===== config.mk =====
export PLATFORM = sky130hd
export DESIGN_NAME = vga_fb_reader_flat
export DESIGN_NICKNAME = d
export VERILOG_FILES = /design/src/rtl/vga_pkg.sv /design/src/rtl/vga_fb_reader_if.sv /design/src/rtl/vga_delay_line.sv /design/src/rtl/vga_fb_reader.sv /design/src/flat_wrapper.sv
export SDC_FILE = /design/constraint.sdc
export NUM_CORES = 1
export LEC_CHECK = 0
export ABC_AREA = 1
export ABC_CLOCK_PERIOD_IN_PS = 1450
export BUFFER_PORTS_ARGS = -buffer_cell sky130_fd_sc_hd__buf_2
export CAP_MARGIN = 20
export CORE_ASPECT_RATIO = 1.1
export CORE_UTILIZATION = 46
export CTS_BUF_LIST = sky130_fd_sc_hd__clkbuf_16
export CTS_CLUSTER_SIZE = 12
export DETAILED_ROUTE_END_ITERATION = 12
export PLACE_DENSITY = 0.76
export REMOVE_ABC_BUFFERS = 1
export SLEW_MARGIN = 20
export SYNTH_ARGS = -nofsm -noshare
export SYNTH_HDL_FRONTEND = slang
export SYNTH_SLANG_ARGS = --single-unit

===== constraint.sdc =====
create_clock -name clk -period 1.45 [get_ports clk]
set_input_delay 0.29 -clock clk [delete_from_list [all_inputs] [get_ports clk]]
set_output_delay 0.29 -clock clk [all_outputs]
set_load 0.03 [all_outputs]

===== src/rtl/vga_pkg.sv =====
// ---------------------------------------------------------------------------
// vga_pkg
// Shared constants for the VGA framebuffer read path.
//   H_OFFSET : pix_x value of the first visible column
//   FB_W/FB_H: framebuffer geometry (half of the 640x480 visible area)
//   ACTIVE_W/ACTIVE_H: visible area seen by the pixel iterator
//   RGB_W    : width of a packed {R4,G4,B4} pixel
// row_x320() is the shift-add row base used when FB_W is 320.
// ---------------------------------------------------------------------------
package vga_pkg;

    localparam int H_OFFSET = 160;
    localparam int FB_W     = 320;
    localparam int FB_H     = 240;
    localparam int ACTIVE_W = 640;
    localparam int ACTIVE_H = 480;
    localparam int RGB_W    = 12;

    // r*320 = r*256 + r*64, kept as two shifts so no multiplier is inferred.
    function automatic int unsigned row_x320(input logic [7:0] r);
        int unsigned rr;
        rr = {24'd0, r};
        return (rr << 8) + (rr << 6);
    endfunction

endpackage


===== src/rtl/vga_fb_reader_if.sv =====
// ---------------------------------------------------------------------------
// vga_fb_reader_if
// Bundles the framebuffer read port and the buffer-swap handshake.
//   mem_addr/mem_rd : read request from the reader
//   mem_data        : read data, returned a fixed number of pixel strobes later
//   swap_req        : level from the drawing engine, held until swap_ack
//   swap_ack        : one-clk pulse from the reader when the swap is taken
// Handshake: swap_req is a level; the reader samples it only on the pixel
// strobe that carries screen_end and answers with a single-clk swap_ack.
// A request still high at a later screen_end is taken again.
// Modports: master = reader side, slave = memory/drawer side.
// ---------------------------------------------------------------------------
interface vga_fb_reader_if
    import vga_pkg::*;
#(
    parameter int ADDR_W = 18
) ();

    logic [ADDR_W-1:0] mem_addr;
    logic              mem_rd;
    logic [RGB_W-1:0]  mem_data;
    logic              swap_req;
    logic              swap_ack;

    modport master (
        output mem_addr, mem_rd, swap_ack,
        input  mem_data, swap_req
    );

    modport slave (
        input  mem_addr, mem_rd, swap_ack,
        output mem_data, swap_req
    );

endinterface


===== src/rtl/vga_delay_line.sv =====
// ---------------------------------------------------------------------------
// vga_delay_line
// DEPTH-stage shift register that advances only when en is high.
//   clk, rst (async, active-low), en : clocking / reset / advance enable
//   d -> q                            : WIDTH-bit data, DEPTH enabled cycles late
// RST_VAL lets sync bits reset to their idle-high level.
// ---------------------------------------------------------------------------
module vga_delay_line #(
    parameter int               WIDTH   = 1,
    parameter int               DEPTH   = 1,
    parameter logic [WIDTH-1:0] RST_VAL = '0
) (
    input  logic             clk,
    input  logic             rst,
    input  logic             en,
    input  logic [WIDTH-1:0] d,
    output logic [WIDTH-1:0] q
);

    logic [WIDTH-1:0] stage [DEPTH];

    always_ff @(posedge clk or negedge rst) begin
        if (!rst) begin
            for (int i = 0; i < DEPTH; i++) begin
                stage[i] <= RST_VAL;
            end
        end else if (en) begin
            stage[0] <= d;
            for (int i = 1; i < DEPTH; i++) begin
                stage[i] <= stage[i-1];
            end
        end
    end

    assign q = stage[DEPTH-1];

endmodule


===== src/rtl/vga_fb_reader.sv =====
// ---------------------------------------------------------------------------
// vga_fb_reader
// Pixel-fetch stage behind the VGA pixel iterator. Turns iterator
// coordinates into reads of a double-buffered 320x240 framebuffer (2x
// scaling), lines returned colour up with equally delayed syncs, and swaps
// front/back buffers with the drawing engine at end of frame.
// Ports:
//   clk, rst (async, active-low), pix_clk (one-clk pixel strobe)
//   pix_x, pix_y, draw_active, h_sync_i, v_sync_i, screen_end, draw_end
//                 : iterator outputs
//   bus           : framebuffer read port + swap handshake (master side)
//   front_sel     : buffer currently displayed
//   vblank_start  : one-clk pulse when draw_end rises
//   rgb, h_sync, v_sync : aligned pixel output, MEM_LAT+2 strobes after input
// Pipeline: A (address register) -> MEM_LAT-deep delay line -> C (output).
// ---------------------------------------------------------------------------
module vga_fb_reader #(
    parameter int H_OFFSET = vga_pkg::H_OFFSET,
    parameter int FB_W     = vga_pkg::FB_W,
    parameter int FB_H     = vga_pkg::FB_H,
    parameter int MEM_LAT  = 2,   // read latency in pixel strobes, 1..4
    parameter int ADDR_W   = 18
) (
    input  logic                      clk,
    input  logic                      rst,
    input  logic                      pix_clk,
    input  logic [9:0]                pix_x,
    input  logic [8:0]                pix_y,
    input  logic                      draw_active,
    input  logic                      h_sync_i,
    input  logic                      v_sync_i,
    input  logic                      screen_end,
    input  logic                      draw_end,
    vga_fb_reader_if.master           bus,
    output logic                      front_sel,
    output logic                      vblank_start,
    output logic [vga_pkg::RGB_W-1:0] rgb,
    output logic                      h_sync,
    output logic                      v_sync
);

    import vga_pkg::*;

    localparam logic [ADDR_W-1:0] BUF_WORDS = ADDR_W'(FB_W * FB_H);

    // ---------------- stage A: address generation ----------------
    // pix_x below H_OFFSET wraps col to >= 640, so it falls out as blank.
    logic [9:0]        col;
    logic [7:0]        row_half;
    logic [8:0]        col_half;
    logic              fetch;
    logic [ADDR_W-1:0] row_base;
    logic [ADDR_W-1:0] addr_next;

    assign col      = pix_x - 10'(H_OFFSET);
    assign row_half = 8'(pix_y >> 1);
    assign col_half = 9'(col >> 1);
    assign fetch    = draw_active && (col < 10'(ACTIVE_W)) && (pix_y < 9'(ACTIVE_H));

    generate
        if (FB_W == 320) begin : g_row_shift_add
            assign row_base = ADDR_W'(row_x320(row_half));
        end else begin : g_row_generic
            assign row_base = ADDR_W'(row_half) * ADDR_W'(FB_W);
        end
    endgenerate

    assign addr_next = (front_sel ? BUF_WORDS : '0) + row_base + ADDR_W'(col_half);

    logic a_fetch;
    logic a_hs;
    logic a_vs;

    always_ff @(posedge clk or negedge rst) begin
        if (!rst) begin
            bus.mem_addr <= '0;
            bus.mem_rd   <= 1'b0;
            a_fetch      <= 1'b0;
            a_hs         <= 1'b1;
            a_vs         <= 1'b1;
        end else begin
            // read strobe lives for exactly the clk after an enabled edge
            bus.mem_rd <= pix_clk && fetch;
            if (pix_clk) begin
                bus.mem_addr <= addr_next;
                a_fetch      <= fetch;
                a_hs         <= h_sync_i;
                a_vs         <= v_sync_i;
            end
        end
    end

    // ---------------- stage B: align control with memory latency ----------------
    logic d_fetch;
    logic d_hs;
    logic d_vs;

    vga_delay_line #(
        .WIDTH   (3),
        .DEPTH   (MEM_LAT),
        .RST_VAL (3'b011)
    ) u_align (
        .clk (clk),
        .rst (rst),
        .en  (pix_clk),
        .d   ({a_fetch, a_hs, a_vs}),
        .q   ({d_fetch, d_hs, d_vs})
    );

    // ---------------- stage C: output register ----------------
    always_ff @(posedge clk or negedge rst) begin
        if (!rst) begin
            rgb    <= '0;
            h_sync <= 1'b1;
            v_sync <= 1'b1;
        end else if (pix_clk) begin
            rgb    <= d_fetch ? bus.mem_data : '0;
            h_sync <= d_hs;
            v_sync <= d_vs;
        end
    end

    // ---------------- buffer swap and vblank detect ----------------
    // Both actions are independent, so a coincident screen_end/draw_end
    // strobe produces both.
    logic draw_end_q;

    always_ff @(posedge clk or negedge rst) begin
        if (!rst) begin
            front_sel    <= 1'b0;
            bus.swap_ack <= 1'b0;
            vblank_start <= 1'b0;
            draw_end_q   <= 1'b0;
        end else begin
            bus.swap_ack <= 1'b0;
            vblank_start <= 1'b0;
            if (pix_clk) begin
                draw_end_q <= draw_end;
                if (draw_end && !draw_end_q) begin
                    vblank_start <= 1'b1;
                end
                if (screen_end && bus.swap_req) begin
                    front_sel    <= ~front_sel;
                    bus.swap_ack <= 1'b1;
                end
            end
        end
    end

endmodule


===== src/flat_wrapper.sv =====
// flat-port wrapper written by rule: the top's interface ports become plain ports
module vga_fb_reader_flat import vga_pkg::*;
#(
    parameter int H_OFFSET = vga_pkg::H_OFFSET,
    parameter int FB_W     = vga_pkg::FB_W,
    parameter int FB_H     = vga_pkg::FB_H,
    parameter int MEM_LAT  = 2,                                         
    parameter int ADDR_W   = 18
)
  (clk, rst, pix_clk, pix_x, pix_y, draw_active, h_sync_i, v_sync_i, screen_end, draw_end, front_sel, vblank_start, rgb, h_sync, v_sync, bus_mem_addr, bus_mem_rd, bus_swap_ack, bus_mem_data, bus_swap_req);
  vga_fb_reader_if #(.ADDR_W(ADDR_W)) bus_i ();
  input  logic clk;
  input  logic rst;
  input  logic pix_clk;
  input  logic [9:0] pix_x;
  input  logic [8:0] pix_y;
  input  logic draw_active;
  input  logic h_sync_i;
  input  logic v_sync_i;
  input  logic screen_end;
  input  logic draw_end;
  output logic front_sel;
  output logic vblank_start;
  output logic [vga_pkg::RGB_W-1:0] rgb;
  output logic h_sync;
  output logic v_sync;
  output wire logic [$bits(bus_i.mem_addr)-1:0] bus_mem_addr;
  output wire logic [$bits(bus_i.mem_rd)-1:0] bus_mem_rd;
  output wire logic [$bits(bus_i.swap_ack)-1:0] bus_swap_ack;
  input wire logic [$bits(bus_i.mem_data)-1:0] bus_mem_data;
  input wire logic [$bits(bus_i.swap_req)-1:0] bus_swap_req;
  assign bus_mem_addr = bus_i.mem_addr;
  assign bus_mem_rd = bus_i.mem_rd;
  assign bus_swap_ack = bus_i.swap_ack;
  assign bus_i.mem_data = bus_mem_data;
  assign bus_i.swap_req = bus_swap_req;
  vga_fb_reader #(.H_OFFSET(H_OFFSET), .FB_W(FB_W), .FB_H(FB_H), .MEM_LAT(MEM_LAT), .ADDR_W(ADDR_W)) u_core (.clk(clk), .rst(rst), .pix_clk(pix_clk), .pix_x(pix_x), .pix_y(pix_y), .draw_active(draw_active), .h_sync_i(h_sync_i), .v_sync_i(v_sync_i), .screen_end(screen_end), .draw_end(draw_end), .bus(bus_i), .front_sel(front_sel), .vblank_start(vblank_start), .rgb(rgb), .h_sync(h_sync), .v_sync(v_sync));
endmodule

== After elaboration in Yosys (flattened, before gate mapping) ==
Index checks and enable logic that the tools add are counted.

* Bits in registers: 46
* Bits in writable memories: 0
* Bits in latches: 0
* Logic and storage cells: 34
* ROM bits: 0
* Input port bits: 40
* Memories: 0

* Reduce and logical (&&, ||, !) cells: 7
* Multipliers: 0
* Mux-type cells: 6
* Divide/modulo/power cells: 0
* Bitwise operators: 1
* Add/subtract/negate cells: 4
* Shifts and indexed selects: 0
* Order comparisons: 2
* Eq/ne operators: 0

{| class="wikitable"
|+ Operators by type and width
! kind !! count
|-
| 18-bit adder || 1
|-
| 18-bit by 9-bit adder with 18-bit output || 1
|-
| 16-bit by 14-bit adder with 17-bit output || 1
|-
| 17-bit 2-to-1 mux || 1
|-
| 12-bit 2-to-1 mux || 1
|-
| 10-bit < comparator, second input constant || 1
|-
| 10-bit by 8-bit subtractor with 10-bit output, second input constant || 1
|-
| 9-bit < comparator, second input constant || 1
|-
| 1-bit logical AND || 5
|-
| 1-bit 2-to-1 mux || 4
|-
| 2-bit AND reduction || 1
|-
| 1-bit logical NOT || 1
|-
| 1-bit NOT || 1
|}

== Longest topological paths before layout ==
* Depth after elaboration: 5
* Gate-level depth with buffers: 16

== By module ==
Synthesis repeated with hierarchy kept, for this count alone.

* Cell total of the unflattened synthesis: 305
* Area, all modules: 2,463.6 sq um

{| class="wikitable"
|+ Modules (own cells, without submodules)
! module !! area an instance (sq um) !! instances !! cells each !! sequential area each (sq um)
|-
| vga_fb_reader || 2,214.6 || 1 || 277 || 1,006.0
|-
| vga_delay_line || 249.0 || 1 || 28 || 155.1
|}

== Least setup slack after synthesis ==
OpenSTA, ideal clock, no wires.

* Path kind: in2reg
* Start: input port pix_y[1]
* End: register u_core.bus.mem_addr[16]
* Data required time: 1,333 ps
* Stages on the path: 13
* Arrival: 2,028 ps
* Slack: -695 ps
* Path buffers: 0
* Library setup time: 117 ps
* Path through: ha_1 -> fa_1 -> xor2_1 -> ha_1 -> nand2_1 -> inv_1 -> nand2_1 -> o21ai_2 -> nand3_2 -> nand2_2 -> nand3_1 -> nand3_1 -> nand2_1

* Word-level cells in the longest chain between the ends: 3

{| class="wikitable"
|+ RTL lines
! element !! line !! source
|-
| start, declared || flat_wrapper.sv:16 || <nowiki>input logic [8:0] pix_y;</nowiki>
|-
| 16-bit by 14-bit adder with 17-bit output || vga_pkg.sv:23 || <nowiki>return (rr << 8) + (rr << 6);</nowiki>
|-
| 18-bit adder || vga_fb_reader.sv:68 || <nowiki>assign addr_next = (front_sel ? BUF_WORDS : '0) + row_base + ADDR_W'(col_half);</nowiki>
|-
| 18-bit by 9-bit adder with 18-bit output || vga_fb_reader.sv:68 ||
|-
| end signal, assigned || vga_fb_reader.sv:85 || <nowiki>bus.mem_addr <= addr_next;</nowiki>
|-
| end, declared || vga_fb_reader_if.sv:26 || <nowiki>output mem_addr, mem_rd, swap_ack,</nowiki>
|}

Every way passes these cells.
A chain may end at the register's enable or synchronous reset.

== Worst setup path after layout ==
* Start: input port pix_y[3]
* End: register u_core.bus.mem_addr[14]

The elaborated chain is that of the path after synthesis.

==> metrics.md <==
| Metric | Value |
|---|---|
| Final worst-path cycle share | 133% |
| Worst Slack Setup Final | -0.473 ns |
| Area leader, netlist | dfrtp_1 |
| Largest net degree at the start of global routing | 26 |
| DRC violations left | 0 |
| Die Wd | 71.4 um |
| CTS tree | done |
| Drt via density | 4.97 |
| WL per Instance | 12.7 um |
| Pre-CTS setup slack | -0.940 ns |
| Flops & latches, synth | 46 |
| Setup Viol. Count Final | 9 |
| Synth warn | 0 |
| TritonCTS Sinks | 46 |
| Synth top cells by count | nand2_1, dfrtp_1, nand3_1, inv_1 |
| P per Cell Area | 1380 nW/um2 |
| Net count, final | 463 |
| Std cell rows | 27 |
| First-pass GRT wire length | 9560 um |
| DP Area | 3110 um2 |
| Max Cap Viol | 0 |
| Clk_lat worst skew | 0.28 ns |
| Post-synth top flop | dfrtp_1 |
| Synthesized cell area | 2440 um2 |
| RSZ-0062 raised after global routing | yes |
| ANT cells | 0 |
| CTS H-tree lvls | 2 |
| Worst setup EP type | register |
| Clk_skew | 0.00398 ns |
| Hold Crit Class | input pin to register |
| Most numerous cell in the Yosys netlist | nand2_1 |
| Final-report max-slew violation count | 0 |
| Arrival @ worst endpoint | 2.14 ns |
| Critical path's slowest cell | fa_2 |
| HPWL after DPL | 4150 um |
| Clk root buf | clkbuf_16 |
| Critical Path RT | 1.67 ns |
| Tot Pwr | 4.90 mW |
| Core box area | 5070 um2 |
| Final hold viol count | 0 |
| Vias in the first global route | 2185 |
| Synth top area share | 39.0% |
| Worst-path cell chain | buf_8, ha_4, fa_2, xor2_1, ha_1, nand2_1, inv_2, nand2_2, o21ai_2, nand3_2, nand2_2, xnor2_1, nand2_1, nand2_1 |
| Crit path max fanout | 3 |
| Seq/Total Area, Yosys | 47.6% |
| Die Y | 78.4 um |
| Async S/R FF share, synth | 100% |
| Most used cell, CP | nand2_1 |
| Average cell area after synthesis | 8.36 um2 |
| Synth cell types | 26 |
| Worst-margin pin slew | 0.512 ns |
| Post-synth EDFFs | 0 |
| Clock Tree Buf Depth | 2 |
| Initial Util | 48.1% |
| Area contributors post-synth | dfrtp_1, nand2_1, dfstp_2, ha_1, nand3_1 |
| Post-DRT Antenna Nets | 0 |
| Routed via count | 2315 |
| Slew Limit Headroom | 65.8% |
| Final wirelength | 5910 um |
| Placer Congestion | 0.765 |
| Status | finished with violations |
| Max incr delay on CP | 0.34 ns |
| CTS Buf Count | 5 |
| Die Area | 5600 um2 |
| Worst-path clk slew | 0.06 ns |
| Leakage Power | 1.94 nW |
| I/O pin cnt | 76 |
| Violated checks | negative setup slack |
| Min Tclk post-route | 1.92 ns |
| Final Cell Area | 3550 um2 |
| Fmax | 520 MHz |
| Initial antenna violation count | 0 |
| Setup crit start kind | input pin |
| I/O Buffers | 73 |
| DR pass1 iterations | 6 |
| Total global-route track usage | 22.2% |
| Grt ovf | 0 |
| CP Class | input pin to register |
| VDD IR max | 0.000622 V |
| Drt initial violations | 123 |
| Layout cells sized above 1 | 45.6% |
| Cells after Synth | 292 |
| Area Growth Syn to Fin | 45.5% |
flip-flops by register name, summed over array words and instances (netlist names):
register / flops
u_core.draw_end_q: 1
u_core.bus.mem_addr: 18
u_core.u_align.stage: 3
u_core.a_hs: 1
u_core.bus.swap_ack: 1
u_core.a_vs: 1
u_core.u_align.q: 3
u_core.bus.mem_rd: 1
u_core.v_sync: 1
u_core.a_fetch: 1
u_core.front_sel: 1
u_core.vblank_start: 1
u_core.h_sync: 1
u_core.rgb: 12
cells in the final DEF, fill, tap and decap left out, drive strengths merged:
cell         Yosys  layout
inv             26      28
a21boi           1       1
fa               2       2
o22ai            1       1
nor3             1       1
clkbuf           6       5
nor2            11      11
o21ai           16      16
xnor2            5       5
buf              3     116
dfrtp           38      38
nand2          115     115
nand4            1       1
a31oi            2       2
ha              14      14
clkinv           0       1
dfstp            8       8
xor2             6       6
dlygate4sd3      0       1
nand3           29      29
a21oi            7       7
per-stage QoR:
stage,util [%],cells,hold WS (ns),TNS (ns)
2_1_floorplan,-,283,-0.00559,-4.90
3_3_place_gp,61.4,448,0.281,-7.25
3_5_place_dp,61.4,448,0.282,-7.81
4_1_cts,68.3,462,0.201,-3.15
5_1_grt,70.0,466,0.203,-4.40
6_report,70.0,466,0.203,-3.47
kinds of logic after synthesis:
| kind of cell | synth area share, % |
|---|---|
| AO/OA/AOI/OAI | 6.41 |
| XOR/XNOR | 3.95 |
| adder cells (fa/ha/maj) | 8.82 |
| buffers and inverters | 5.49 |
| flip-flops | 47.6 |
| AND/OR/NAND/NOR | 27.7 |
where the power goes:
| part | internal, mW | switching, mW | total, mW | leakage, nW |
|---|---|---|---|---|
| clock network | 0.620 | 0.436 | 1.06 | 0.0738 |
| registers | 1.53 | 0.136 | 1.67 | 0.565 |
| logic | 0.885 | 1.29 | 2.17 | 1.30 |
what timing repair did:
item,4_1_cts,5_1_grt
pin swaps,23,27
buffers inserted,6,4
resized for setup,39,18
hold buffers,1,0
hold endpoints to repair,12,0
setup endpoints to repair,11,10
metal layers:
metal	vias to the layer above	GRT usage [%]	wire length (um)
li1	1152	-	-
met1	1078	24.7	2470
met2	70	41.4	3050
met3	15	4.36	256
met4	0	7.80	131
met5	-	0	0
critical path: cells and delay by family:
kind | cells | cell delay (ns)
fa+ha+maj | 3 | 0.79
xor+xnor | 2 | 0.27
compound gates | 1 | 0.16
simple gates | 6 | 0.45
buf+inv | 2 | 0.18
final timing paths:
check / from / to / slack [ns] / cells after the start
worst max-delay path: pix_y[3] / u_core.bus.mem_addr[14]$_DFFE_PN0P_ / -0.47 / 14
worst min-delay path: v_sync_i / u_core.a_vs$_DFFE_PN1P_ / 0.20 / 3
worst max register to register: u_core.front_sel$_DFFE_PN0P_ / u_core.bus.mem_addr[14]$_DFFE_PN0P_ / -0.15 / 10
worst min register to register: u_core.draw_end_q$_DFFE_PN0P_ / u_core.vblank_start$_DFF_PN0_ / 0.43 / 1
max in group asynchronous: rst / u_core.bus.mem_addr[15]$_DFFE_PN0P_ / 0.43 / 3
min in group asynchronous: rst / u_core.vblank_start$_DFF_PN0_ / 0.51 / 2
cell type report:
cell class	instances	area, um2
multi-input cells	211	1310
fillers	382	1520
inverters	26	103
repair buffers	117	768
flip-flops and latches	46	1160
well taps	58	72.6
clock inverters	3	11.3
clock buffers	5	125
Note: power is estimated with default switching activity, not from simulation.
